**config.mk**
```make
export PLATFORM = sky130hd
export DESIGN_NAME = relu_maxpool_col
export DESIGN_NICKNAME = d
export VERILOG_FILES = /design/src/rtl/relu_maxpool_col.sv
export SDC_FILE = /design/constraint.sdc
export NUM_CORES = 1
export LEC_CHECK = 0
export CAP_MARGIN = 10
export CORE_UTILIZATION = 35
export CTS_CLUSTER_SIZE = 8
export DETAILED_ROUTE_END_ITERATION = 6
export DONT_BUFFER_PORTS = 1
export GPL_ROUTABILITY_DRIVEN = 0
export SLEW_MARGIN = 15
export SYNTH_ARGS = -nofsm -noshare
export SYNTH_HDL_FRONTEND = slang
export SYNTH_SLANG_ARGS = --single-unit
```
**constraint.sdc**
```tcl
create_clock -name clk -period 6.8 [get_ports clk]
set_input_delay 1.36 -clock clk [delete_from_list [all_inputs] [get_ports clk]]
set_output_delay 1.36 -clock clk [all_outputs]
set_load 0.01 [all_outputs]
```
**src/rtl/relu_maxpool_col.sv**
```systemverilog
// -----------------------------------------------------------------------------
// relu_maxpool_col
//
// Column-streaming ReLU + 2x2 max-pool stage placed after the layer-0
// convolution. Each input column (IN_ROWS FP16 values) is rectified and
// row-pooled in pairs on arrival. Even columns are parked in a half-height
// buffer; the following odd column is pooled against that buffer and one
// pooled column (IN_ROWS/2 values) is emitted. A 24x24 map therefore becomes a
// 12x12 map, one column per two input columns.
//
// Handshake: col_valid is a single-cycle pulse meaning "col_num/col_data are
// valid this cycle". There is no backpressure; a column can arrive every cycle
// and is always consumed (accepted, used as a restart, or dropped) in the cycle
// it is presented. Outputs are registered one-cycle pulses: pool_valid (with
// pool_col_num/pool_data), done (with the last pool_valid of a frame) and
// seq_err (out-of-sequence column). pool_data/pool_col_num hold between pulses.
//
// Ports:
//   clk          in   rising-edge clock
//   rst          in   synchronous active-high reset
//   col_valid    in   input column present this cycle
//   col_num      in   index of the input column, 0..IN_COLS-1
//   col_data     in   FP16 column, element r = row r
//   pool_valid   out  pooled column valid (one-cycle pulse)
//   pool_col_num out  pooled column index, 0..IN_COLS/2-1
//   pool_data    out  pooled FP16 column
//   done         out  pulse with pool_valid of the last pooled column
//   seq_err      out  pulse one cycle after an out-of-sequence column
//   fsm_state    out  current FSM state (0 = EMPTY, 1 = HALF), for observation
// -----------------------------------------------------------------------------
module relu_maxpool_col #(
  parameter int DATA_WIDTH = 16,
  parameter int IN_ROWS    = 24,
  parameter int IN_COLS    = 24,
  localparam int CW        = $clog2(IN_COLS) + 1,
  localparam int PCW       = $clog2(IN_COLS / 2) + 1,
  localparam int HR        = IN_ROWS / 2
) (
  input  logic                  clk,
  input  logic                  rst,
  input  logic                  col_valid,
  input  logic [CW-1:0]         col_num,
  input  logic [DATA_WIDTH-1:0] col_data [IN_ROWS-1:0],
  output logic                  pool_valid,
  output logic [PCW-1:0]        pool_col_num,
  output logic [DATA_WIDTH-1:0] pool_data [HR-1:0],
  output logic                  done,
  output logic                  seq_err,
  output logic [0:0]            fsm_state
);

  // Parameter sanity: pairs of rows and pairs of columns must exist.
  if ((IN_ROWS % 2) != 0) begin : g_rows_odd
    $error("relu_maxpool_col: IN_ROWS must be even");
  end
  if ((IN_COLS % 2) != 0) begin : g_cols_odd
    $error("relu_maxpool_col: IN_COLS must be even");
  end

  localparam logic [0:0] ST_EMPTY = 1'b0;  // no column held
  localparam logic [0:0] ST_HALF  = 1'b1;  // row-pooled even column held

  localparam logic [CW-1:0] LAST_COL = CW'(IN_COLS - 1);

  // ReLU on the raw bit pattern: anything with the sign bit set (negative
  // numbers, -0, negative NaN/Inf) becomes +0.
  function automatic logic [DATA_WIDTH-1:0] relu(input logic [DATA_WIDTH-1:0] x);
    return x[DATA_WIDTH-1] ? '0 : x;
  endfunction

  // Both operands are already non-negative, so ordering of FP16 values equals
  // unsigned ordering of the magnitude bits. Positive NaN/Inf sort highest and
  // pass through untouched.
  function automatic logic [DATA_WIDTH-1:0] fmax(input logic [DATA_WIDTH-1:0] a,
                                                 input logic [DATA_WIDTH-1:0] b);
    return (a[DATA_WIDTH-2:0] >= b[DATA_WIDTH-2:0]) ? a : b;
  endfunction

  logic [0:0]            state;
  logic [CW-1:0]         exp_col;
  logic [DATA_WIDTH-1:0] hold_buf [HR-1:0];
  logic [DATA_WIDTH-1:0] row_pool [HR-1:0];

  logic in_seq;
  logic restart;
  logic last_col;

  assign fsm_state = state;

  // Row pool of the presented column (ReLU then max over row pairs).
  always_comb begin
    for (int k = 0; k < HR; k++) begin
      row_pool[k] = fmax(relu(col_data[2*k]), relu(col_data[2*k+1]));
    end
  end

  // Column classification. A column 0 arriving when something else was
  // expected is treated as the start of a new frame rather than dropped, so
  // the stage resynchronises to the upstream engine without a reset.
  assign in_seq   = (col_num == exp_col);
  assign restart  = !in_seq && (col_num == '0);
  assign last_col = (col_num == LAST_COL);

  always_ff @(posedge clk) begin
    if (rst) begin
      state        <= ST_EMPTY;
      exp_col      <= '0;
      pool_valid   <= 1'b0;
      pool_col_num <= '0;
      done         <= 1'b0;
      seq_err      <= 1'b0;
      for (int k = 0; k < HR; k++) begin
        hold_buf[k]  <= '0;
        pool_data[k] <= '0;
      end
    end else begin
      // Pulse outputs default low; data outputs hold.
      pool_valid <= 1'b0;
      done       <= 1'b0;
      seq_err    <= 1'b0;

      if (col_valid) begin
        if (in_seq) begin
          if (state == ST_EMPTY) begin
            // Even column: park the row-pooled values.
            for (int k = 0; k < HR; k++) begin
              hold_buf[k] <= row_pool[k];
            end
            state   <= ST_HALF;
            exp_col <= exp_col + CW'(1);
          end else begin
            // Odd column: finish the 2x2 window and emit.
            for (int k = 0; k < HR; k++) begin
              pool_data[k] <= fmax(hold_buf[k], row_pool[k]);
            end
            pool_col_num <= PCW'(col_num >> 1);
            pool_valid   <= 1'b1;
            state        <= ST_EMPTY;
            if (last_col) begin
              done    <= 1'b1;
              exp_col <= '0;
            end else begin
              exp_col <= exp_col + CW'(1);
            end
          end
        end else if (restart) begin
          // Drop whatever was held and take this column as column 0.
          seq_err <= 1'b1;
          for (int k = 0; k < HR; k++) begin
            hold_buf[k] <= row_pool[k];
          end
          state   <= ST_HALF;
          exp_col <= CW'(1);
        end else begin
          // Out of sequence and not a restart: discard, keep context.
          seq_err <= 1'b1;
        end
      end
    end
  end

endmodule

```
; ---- Yosys cells after proc, flatten, opt, wreduce, memory -nomap -nowiden
; Memory sizes are Yosys's and may differ from the RTL's.
; Cells that the tools add are included.
[word_totals]
register_bits = 207
ram_bits = 180
elab_cells = 175
n_memories = 1
[classes]
n_addsub = 1
magnitude_cmp = 24
n_eq_ne = 2
mux = 93
n_bitwise = 27
n_reduce_logical = 9
[mem_list]
columns = name, depth, word_bits, rd, rd_ports_with_merged_regs, write_ports, line
row1 = hold_buf, 12, 15, 12, 0, 12, 81  ; logic [DATA_WIDTH-1:0] hold_buf [HR-1:0];
[ops]
columns = operator, count
row1 = 15-bit 2-to-1 mux, 60
row2 = 15-bit greater-or-equal comparator, 24
row3 = 16-bit 2-to-1 mux, 12
row4 = 6-bit 2-to-1 mux, 4
row5 = 1-bit OR, 24
row6 = 1-bit 2-to-1 mux, 17
row7 = 6-bit by 1-bit adder with 6-bit output (second input constant), 1
row8 = 6-bit by 5-bit == test with 1-bit output (second input constant), 1
row9 = 6-bit == test, 1
row10 = 6-bit zero test, 1
row11 = 4-bit OR reduction, 1
row12 = 1-bit NOT, 3
row13 = 3-bit AND reduction, 1
row14 = 3-bit OR reduction, 1
row15 = 2-bit AND reduction, 1
row16 = 2-bit nonzero test, 1
row17 = 2-bit OR reduction, 1
row18 = 1-bit logical AND, 1
row19 = 1-bit zero test, 1

; ---- Depth between registers and ports, before layout
[depth]
word_depth = 9
mapped_depth = 20

; ---- Least setup slack after synthesis
; Ideal clock, no wire load.
[synth_path]
path_type = input to register
from = input col_num[1]
to = memory hold_buf[0][0] (netlist bit) (enable)
t_arrival_ns = 5.720
path_slack_ns = 0.557
path_stages = 5
path_buffers = 0
path_cell_list = xnor2_1 > nand4_1 > nor3_4 > mux2i_1 > a21o_1
[synth_rtl]
columns = item, line
row1 = from (decl), 42  ; input logic [CW-1:0] col_num,
row2 = to (decl), 81

; ---- Worst setup path after layout
[layout_path]
from = input col_data[303] (netlist bit)
to = register pool_data[155] (netlist bit)
[layout_between]
elab_chain_len = 5
[layout_lines]
columns = item, line
row1 = from (decl), 43  ; input logic [DATA_WIDTH-1:0] col_data [IN_ROWS-1:0],
row2 = 15-bit 2-to-1 mux (*), 68  ; return x[DATA_WIDTH-1] ? '0 : x;
row3 = 15-bit greater-or-equal comparator, 76  ; return (a[DATA_WIDTH-2:0] >= b[DATA_WIDTH-2:0]) ? a : b;
row4 = 15-bit 2-to-1 mux (*), 76
row5 = 15-bit greater-or-equal comparator, 76
row6 = 16-bit 2-to-1 mux (*), 76
row7 = "to (signal, indexed assignment)", 134  ; pool_data[k] <= fmax(hold_buf[k], row_pool[k]);
row8 = to (decl), 46  ; output logic [DATA_WIDTH-1:0] pool_data [HR-1:0],
; Mark *: on every way between the ends. The rest lies on a longest branch, timed or not.
; A chain may end at the register's enable or synchronous reset.

==> qor.csv <==
stage,metric,value,unit
sta,tns,0,ns
setup_path,crit_start,col_data[303],
die,die-height,279,um
sta,hold_viol_final,0,
logic_synthesis,synth-main-ff-cell,dfxtp_1,
pwr,pwr-share-clk,41.6,%
die,rows,101,
logic_synthesis,synth_seq_area_share,34.7,%
setup_path,cpMaxStageDelayCell,o2111ai_2,
drt,drt_iter0_markers,1079,
global_route,track_usage,18.9,%
setup_path,cp_num_buf_inv,3,
setup_path,r2r_slack,3.53,ns
setup_path,cp_top_family,compound AO/OA/AOI/OAI gates,
sta,timing.final.crit_period,5.10,ns
setup_path,critical_path_class,input port to register,
drt,num_vias,20100,
setup_path,cp_cell_sequence,nand2b_1 > inv_1 > ha_1 > a211oi_1 > nor2_1 > o31ai_1 > o2111ai_2 > mux2i_1 > inv_1 > ha_1 > a21o_1 > a21oi_1 > o21ai_0 > a211oi_1 > nor2b_1 > buf_4 > a221o_1,
die,initial_core_util,35.4,%
sta,slew_headroom,21.2,%
place,dp_cells,3798,
pwr,p_int,4490,uW
setup_path,cp.depth,17,
drt,wire_per_inst,19.4,um
logic_synthesis,async_flop_share,0,%
clocking,clock_sinks,375,
logic_synthesis,syn_avg_cell_area,9.34,um2
sta,rsz0062_at_grt,false,
logic_synthesis,synth.most_common_cell,ha_1,
final_layout,final_nets,3578,
min_path,min_path_type,register to register,
logic_synthesis,syn_inst,2875,
setup_path,cp_slowest_stage_delay,0.61,ns
status,status,"finished, final reports clean",
global_route,grt_pass1_wl,116000,um
setup_path,crit_fanout,15,
final_layout,drive_gt1_share,3.87,%
sta,finClkSkew,0.0231,ns
setup_path,worstSetupEndpointType,register,
drt,dr.pass1.iters,4,
die,coreArea,0.0759,mm2
setup_path,endpoint,pool_data[155],
logic_synthesis,yosys.area.top_type,edfxtp_1,
logic_synthesis,synth_area,0.0269,mm2
pwr,ir_drop,0.177,mV
pwr,p_leak,0.0125,uW
sta,worstMarginPinSlew,1.18,ns
drt,drc,0,
logic_synthesis,synth_common_cells,"ha_1, inv_1, nand2b_1",
clocking,clk_pin_slew,0.05,ns
die,die_w,279,um
setup_path,worst_ep_arrival_time,5.62,ns
place,portBuffers,0,
logic_synthesis,ys_seq_elements,375,
setup_path,r2r_end,pool_data[178],
logic_synthesis,synth_edf_count,180,
pwr,swShare,28.4,%
min_path,hp-start,hold_buf[0][45],
drt,viasPerCell,5.15,
clocking,clockBufferDepth,3,
setup_path,start_kind,input port,
clocking,cts_hold_buf,0,
drt,wl,75700,um
clocking,cts_tree,built,
logic_synthesis,ys_types,65,
logic_synthesis,synth_top_area_share,20.1,%
logic_synthesis,yosys-top-cells-area,"edfxtp_1, ha_1, dfxtp_1",
global_route,grt_max_degree,182,
pwr,power.switching,1790,uW
die,die_area,0.0778,mm2
setup_path,r2r-start,exp_col[4],
pwr,pwr-share-comb,18.8,%
clocking,cts_root_buf,clkbuf_16,
final_layout,fin_cells,3903,
global_route,grt_overflow,0,
clocking,clock_latency,0.60,ns
pwr,cellPowerDensity,215,mW/mm2
job,cap_violations,0,
clocking,post_cts_buffers,0,
global_route,grt_antenna_before_repair,11,
sta,drv_slew,0,
setup_path,cp.required,7.32,ns
die,ios,594,
pwr,power_frac_seq,39.6,%
logic_synthesis,yosysWarningCount,0,
clocking,cts_buffers,54,
clocking,post_cts_resized,0,
sta,fmax,196,MHz
sta,setup_viol,0,
global_route,grt_pass1_vias,20000,
setup_path,ff2ff_path_depth,8,
sta,min_period_over_period,75.0,%
final_layout,num-fill-cells,7644,
clocking,htree_levels,2,
final_layout,area_growth,8.79,%
drt,ant_nets,0,
place,dp_hpwl,57600,um
## metal layers
| metal | track usage, % | part of all wire [%] | up-vias |
|---|---|---|---|
| li1 | - | - | 10100 |
| met1 | 23.8 | 44 | 9426 |
| met2 | 31.9 | 47 | 513 |
| met3 | 5.30 | 7.4 | 105 |
| met4 | 3.96 | 1.8 | 10 |
| met5 | 0 | 0.090 | - |
## final cells by class
| type | count | area, um2 | area share [%] |
|---|---|---|---|
| diodes | 4 | 10.0 | 0.0343 |
| clock buffers | 97 | 1590 | 5.43 |
| clock inverters | 4 | 38.8 | 0.133 |
| inverters | 317 | 1190 | 4.07 |
| multi-input cells | 2063 | 15700 | 53.6 |
| flip-flops and latches | 375 | 9310 | 31.9 |
| well taps | 1030 | 1290 | 4.41 |
| repair buffers | 13 | 123 | 0.420 |
## registers in the layout, indices dropped and copies added (netlist names)
register      cells
hold_buf        180
pool_valid        1
done              1
exp_col           6
seq_err           1
pool_data       180
fsm_state         1
pool_col_num      5
## stage by stage
step	instance area (um2)	hold WS [ns]	util (%)	power, uW	worst slack, ns
floorplan	26900	0.472	-	3460	0.557
global placement	27600	0.486	36.3	3700	1.18
detailed placement	27600	0.488	36.3	3710	1.11
CTS	29200	0.502	38.4	6350	1.72
global route	29200	0.520	38.5	6610	1.21
finish	29200	0.498	38.5	6280	1.70
## cells in the final DEF, fill, tap and decap left out, types with 48 or more instances in the layout
master	instances
dfxtp_1	195
a21oi_1	143
nand2b_1	253
a21o_1	48
ha_1	361
mux2i_1	186
nand2_1	103
nor2b_1	146
a221o_1	121
clkbuf_16	57
and2_0	116
o21ai_0	79
inv_1	316
nor2_1	211
edfxtp_1	180
## how the worst min path moves through the flow
stage,end,slack (ns),cells past startpoint
after CTS,pool_data[48],0.50,1
after global placement,pool_data[48],0.49,1
after detailed placement,pool_data[48],0.49,1
after floorplan,exp_col[5],0.47,1
final,pool_data[48],0.50,1
after global routing,pool_data[160],0.52,1
## power groups by stage
stage	logic, uW	registers (uW)	clock network, uW
detailed placement	1190	2530	0
CTS	1190	2480	2670
finish	1180	2480	2610
global route	1350	2490	2770
global placement	1180	2530	0
floorplan	939	2520	0
## cell families after synthesis
kind of cell / Yosys count / share of synthesized area (%)
buf+inv: 448 / 7.22
flops: 375 / 34.7
xor+xnor: 6 / 0.196
fa+ha+maj: 361 / 16.8
other cells: 1 / 0.0140
compound gates: 553 / 14.8
mux: 187 / 6.98
simple gates: 944 / 19.3
(Power assumes the default switching activity.)
==> RTL edit: new RTL, same flow settings <==
Set the parameter `IN_COLS` to 48 (it was 24).
--- a/src/rtl/relu_maxpool_col.sv
+++ b/src/rtl/relu_maxpool_col.sv
@@ -33,3 +33,3 @@
   parameter int IN_ROWS    = 24,
-  parameter int IN_COLS    = 24,
+  parameter int IN_COLS    = 48,
   localparam int CW        = $clog2(IN_COLS) + 1,
Interface: changed (resized col_num and pool_col_num); port bits go from 594 to 596. No check against the original RTL was run, so the function may have changed too.
==> RTL edit against the unedited design <==
Sequential share of layout area increased by 0.27 points. Largest cell class unchanged. Synthesized cell count decreased by 0.63%. Clock power decreased by 5%. Sequential cell count increased by 2. Global-route usage decreased by 0.40 points. Area after synthesis decreased by 0.44%. Worst setup slack got worse by 87 ps. Count of clock-buffer cells in the layout decreased by 6. Routed wire length decreased by 2.7%. Design area decreased by 0.41%. Die area decreased by 0.44%. Power decreased by 1.7%.
==> RTL edit: results (changes against the unedited design) <==
* Number of maximum-capacitance constraint violations at 0 (unchanged)
* Routed length per placed instance at 19.25 µm (-0.72%)
* Critical Path AT at 5640 ps (+20 ps)
* FF-to-FF End: pool_data[113]
* Layout cells sized above 1 at 0.03553 (-0.003164)
* Minimum setup slack after placement at 1025 ps (-84.10 ps)
* DP Wirelength at 56300 µm (-2.2%)
* Slack of the worst reg-to-reg path at 3470 ps (-60 ps)
* Clock H-tree levels at 2 (unchanged)
* Most used flip-flop cell after synthesis: sky130_fd_sc_hd__dfxtp_1
* Worst min path class: reg -> reg
* Number of cells in the design after placement at 3717 (-2.1%)
* Worst hold path endpoint: pool_data[0]
* Top power group: sequential cells
* Leading registers by flop count: hold_buf: 180 flops, pool_data: 180 flops, exp_col: 7 flops
* Worst-case reg-to-reg path depth at 7 (-1)
* Final Skew at 19.71 ps (-3.402 ps)
* Startpoint of the worst-slack reg-to-reg timing path: exp_col[3]
* Min-Delay Startpoint: hold_buf[0][0]
* Number of design-rule violations left by the first detailed-router iteration at 980 (-9.2%)
* Clock Latency Late Sink at 580 ps (-20 ps)
* Sequential logic power at roughly 2.5 mW
* Global Route Usage Sum at 0.1846 (-0.004045)
* Number of cells on the worst hold path at 1 (unchanged)
* Buffers on Ports at 0 (unchanged)
* Vias per inst at 5.327 (+3.4%)
* Vias in the first global route at 20222 (+1.1%)
* Transition time of the tightest slew-check pin at 1008 ps (-174.3 ps)
* Clock edge transition at the registers on the reported setup and hold paths at 50 ps (about the same)
* Cell leakage power at 12.01 nW (-4.2%)
* Initial antenna violation count at 15 (+4)
* Maximum root-to-sink buffer count at 3 (unchanged)
* Total clock network power at 2.48 mW (-5%)
* Gate count of the mapped netlist at 2857 (-0.63%)
* Pin count of the biggest net entering global routing at 97 (-47%)
* Number of cells in the finished layout apart from fillers at 3824 (-2.0%)
* Status: completed
* Number of warning messages in the yosys log at 0 (unchanged)
* Resized cells post-CTS at 0 (unchanged)
* Synth cell types at 53 (-18%)
* Area contributors post-synth: sky130_fd_sc_hd__edfxtp_1 (20%), sky130_fd_sc_hd__ha_1 (17%), sky130_fd_sc_hd__dfxtp_1 (15%), sky130_fd_sc_hd__mux2i_1 (6.8%), sky130_fd_sc_hd__nor2b_1 (6.0%)
* Wire length of the first global-routing pass at 114700 µm (-0.96%)
* # nets final at 3559 (-0.53%)
* Length of the first detailed-routing pass in iterations at 5 (+1)
* Power spent charging and discharging nets at 1.759 mW (-1.5%)
* Async SR Flop Fraction at 0 (unchanged)
* List of most frequent post-synthesis cells: sky130_fd_sc_hd__ha_1 (361), sky130_fd_sc_hd__inv_1 (271), sky130_fd_sc_hd__nor2b_1 (256)
* Die outline width at 278.4 µm (-0.22%)
* Hold bufs inserted after CTS at 0 (unchanged)
* IR Drop Worst-Case VDD at 209.6 µV (+18%)
* Critical path fanouts, max at 30 (+15)
* Setup fix buffers added after clock tree synthesis at 0 (unchanged)
* Root buffer selected by CTS: sky130_fd_sc_hd__clkbuf_16
* Count of flip-flops with a built-in enable after synthesis at 180 (unchanged)
* Part of the Yosys area used for sequential elements at 0.3497 (+0.003039)
-- RTL edit: cell types whose count changed in the layout (fill, tap and decap cells not counted), sizes merged, moves of 14 or more --
cell	change
nor2	-16
nand3	+47
o221ai	+15
a32oi	+14
o21ai	-56
a221o	-53
inv	-47
nand2b	-105
a21oi	-37
nor2b	+110
and2	-53
o31ai	+58
nand2	+34
o211ai	+20
-- RTL edit: per-stage QoR --
stage	utilization	total power, mW	hold slack, ps	cell area, µm²
after floorplan	-	3.481	472.5	26770
final	0.3882	6.171	491.8	29090
after global placement	0.3673	3.720	482.7	27530
after CTS	0.3878	6.259	497.3	29060
after global routing	0.3882	6.522	520.9	29090
after detailed placement	0.3673	3.730	486.6	27530
-- RTL edit: worst max path at each step --
| stage | slack (ps) | start | cells past startpoint | to |
|---|---|---|---|---|
| 3_5_place_dp | 1020 | col_data[156] | 15 | pool_data[64] |
| 5_1_grt | 1390 | col_data[156] | 15 | pool_data[64] |
| 2_1_floorplan | 560 | col_num[4] | 4 | hold_buf[0][0] |
| 6_report | 1620 | col_data[156] | 15 | pool_data[64] |
| 3_3_place_gp | 1030 | col_data[156] | 15 | pool_data[64] |
| 4_1_cts | 1660 | col_data[156] | 15 | pool_data[64] |
-- RTL edit: worst max-delay path: stages --
cell and delay [ps]:
sky130_fd_sc_hd__nor2b_1 270, sky130_fd_sc_hd__inv_1 80, sky130_fd_sc_hd__ha_1 290, sky130_fd_sc_hd__and4_1 230, sky130_fd_sc_hd__nand4_1 100, sky130_fd_sc_hd__a211oi_1 220, sky130_fd_sc_hd__a211o_1 670, sky130_fd_sc_hd__mux2i_1 420
sky130_fd_sc_hd__ha_1 310, sky130_fd_sc_hd__and4_1 200, sky130_fd_sc_hd__a21oi_1 150, sky130_fd_sc_hd__o22ai_1 90, sky130_fd_sc_hd__a211o_1 630, sky130_fd_sc_hd__and2_1 320, sky130_fd_sc_hd__a221o_1 290
-- RTL edit: metal layers --
layer | routed length [µm] | track usage
met1 | 31680 | 0.2288
met2 | 35220 | 0.3157
met3 | 4815 | 0.04516
met4 | 1862 | 0.05284
met5 | 47 | 0
-- RTL edit: cell type report --
type / instances / area, µm²
diodes: 12 / 30.03
clock buffers: 91 / 1500
clock inverters: 4 / 33.78
fillers: 7523 / 45860
inverters: 272 / 1023
multi-input cells: 2080 / 15760
flip-flops and latches: 377 / 9349
well taps: 969 / 1212
repair buffers: 19 / 180.2
-- RTL edit: cell families after synthesis --
family,Yosys count,share of synthesized area
buffers and inverters,411,0.06426
multiplexers,182,0.06820
AO/OA/AOI/OAI,553,0.1508
flip-flops,377,0.3497
adder cells (fa/ha/maj),361,0.1690
XOR/XNOR,7,0.002294
other,1,0.0001403
AND/OR/NAND/NOR,965,0.1956
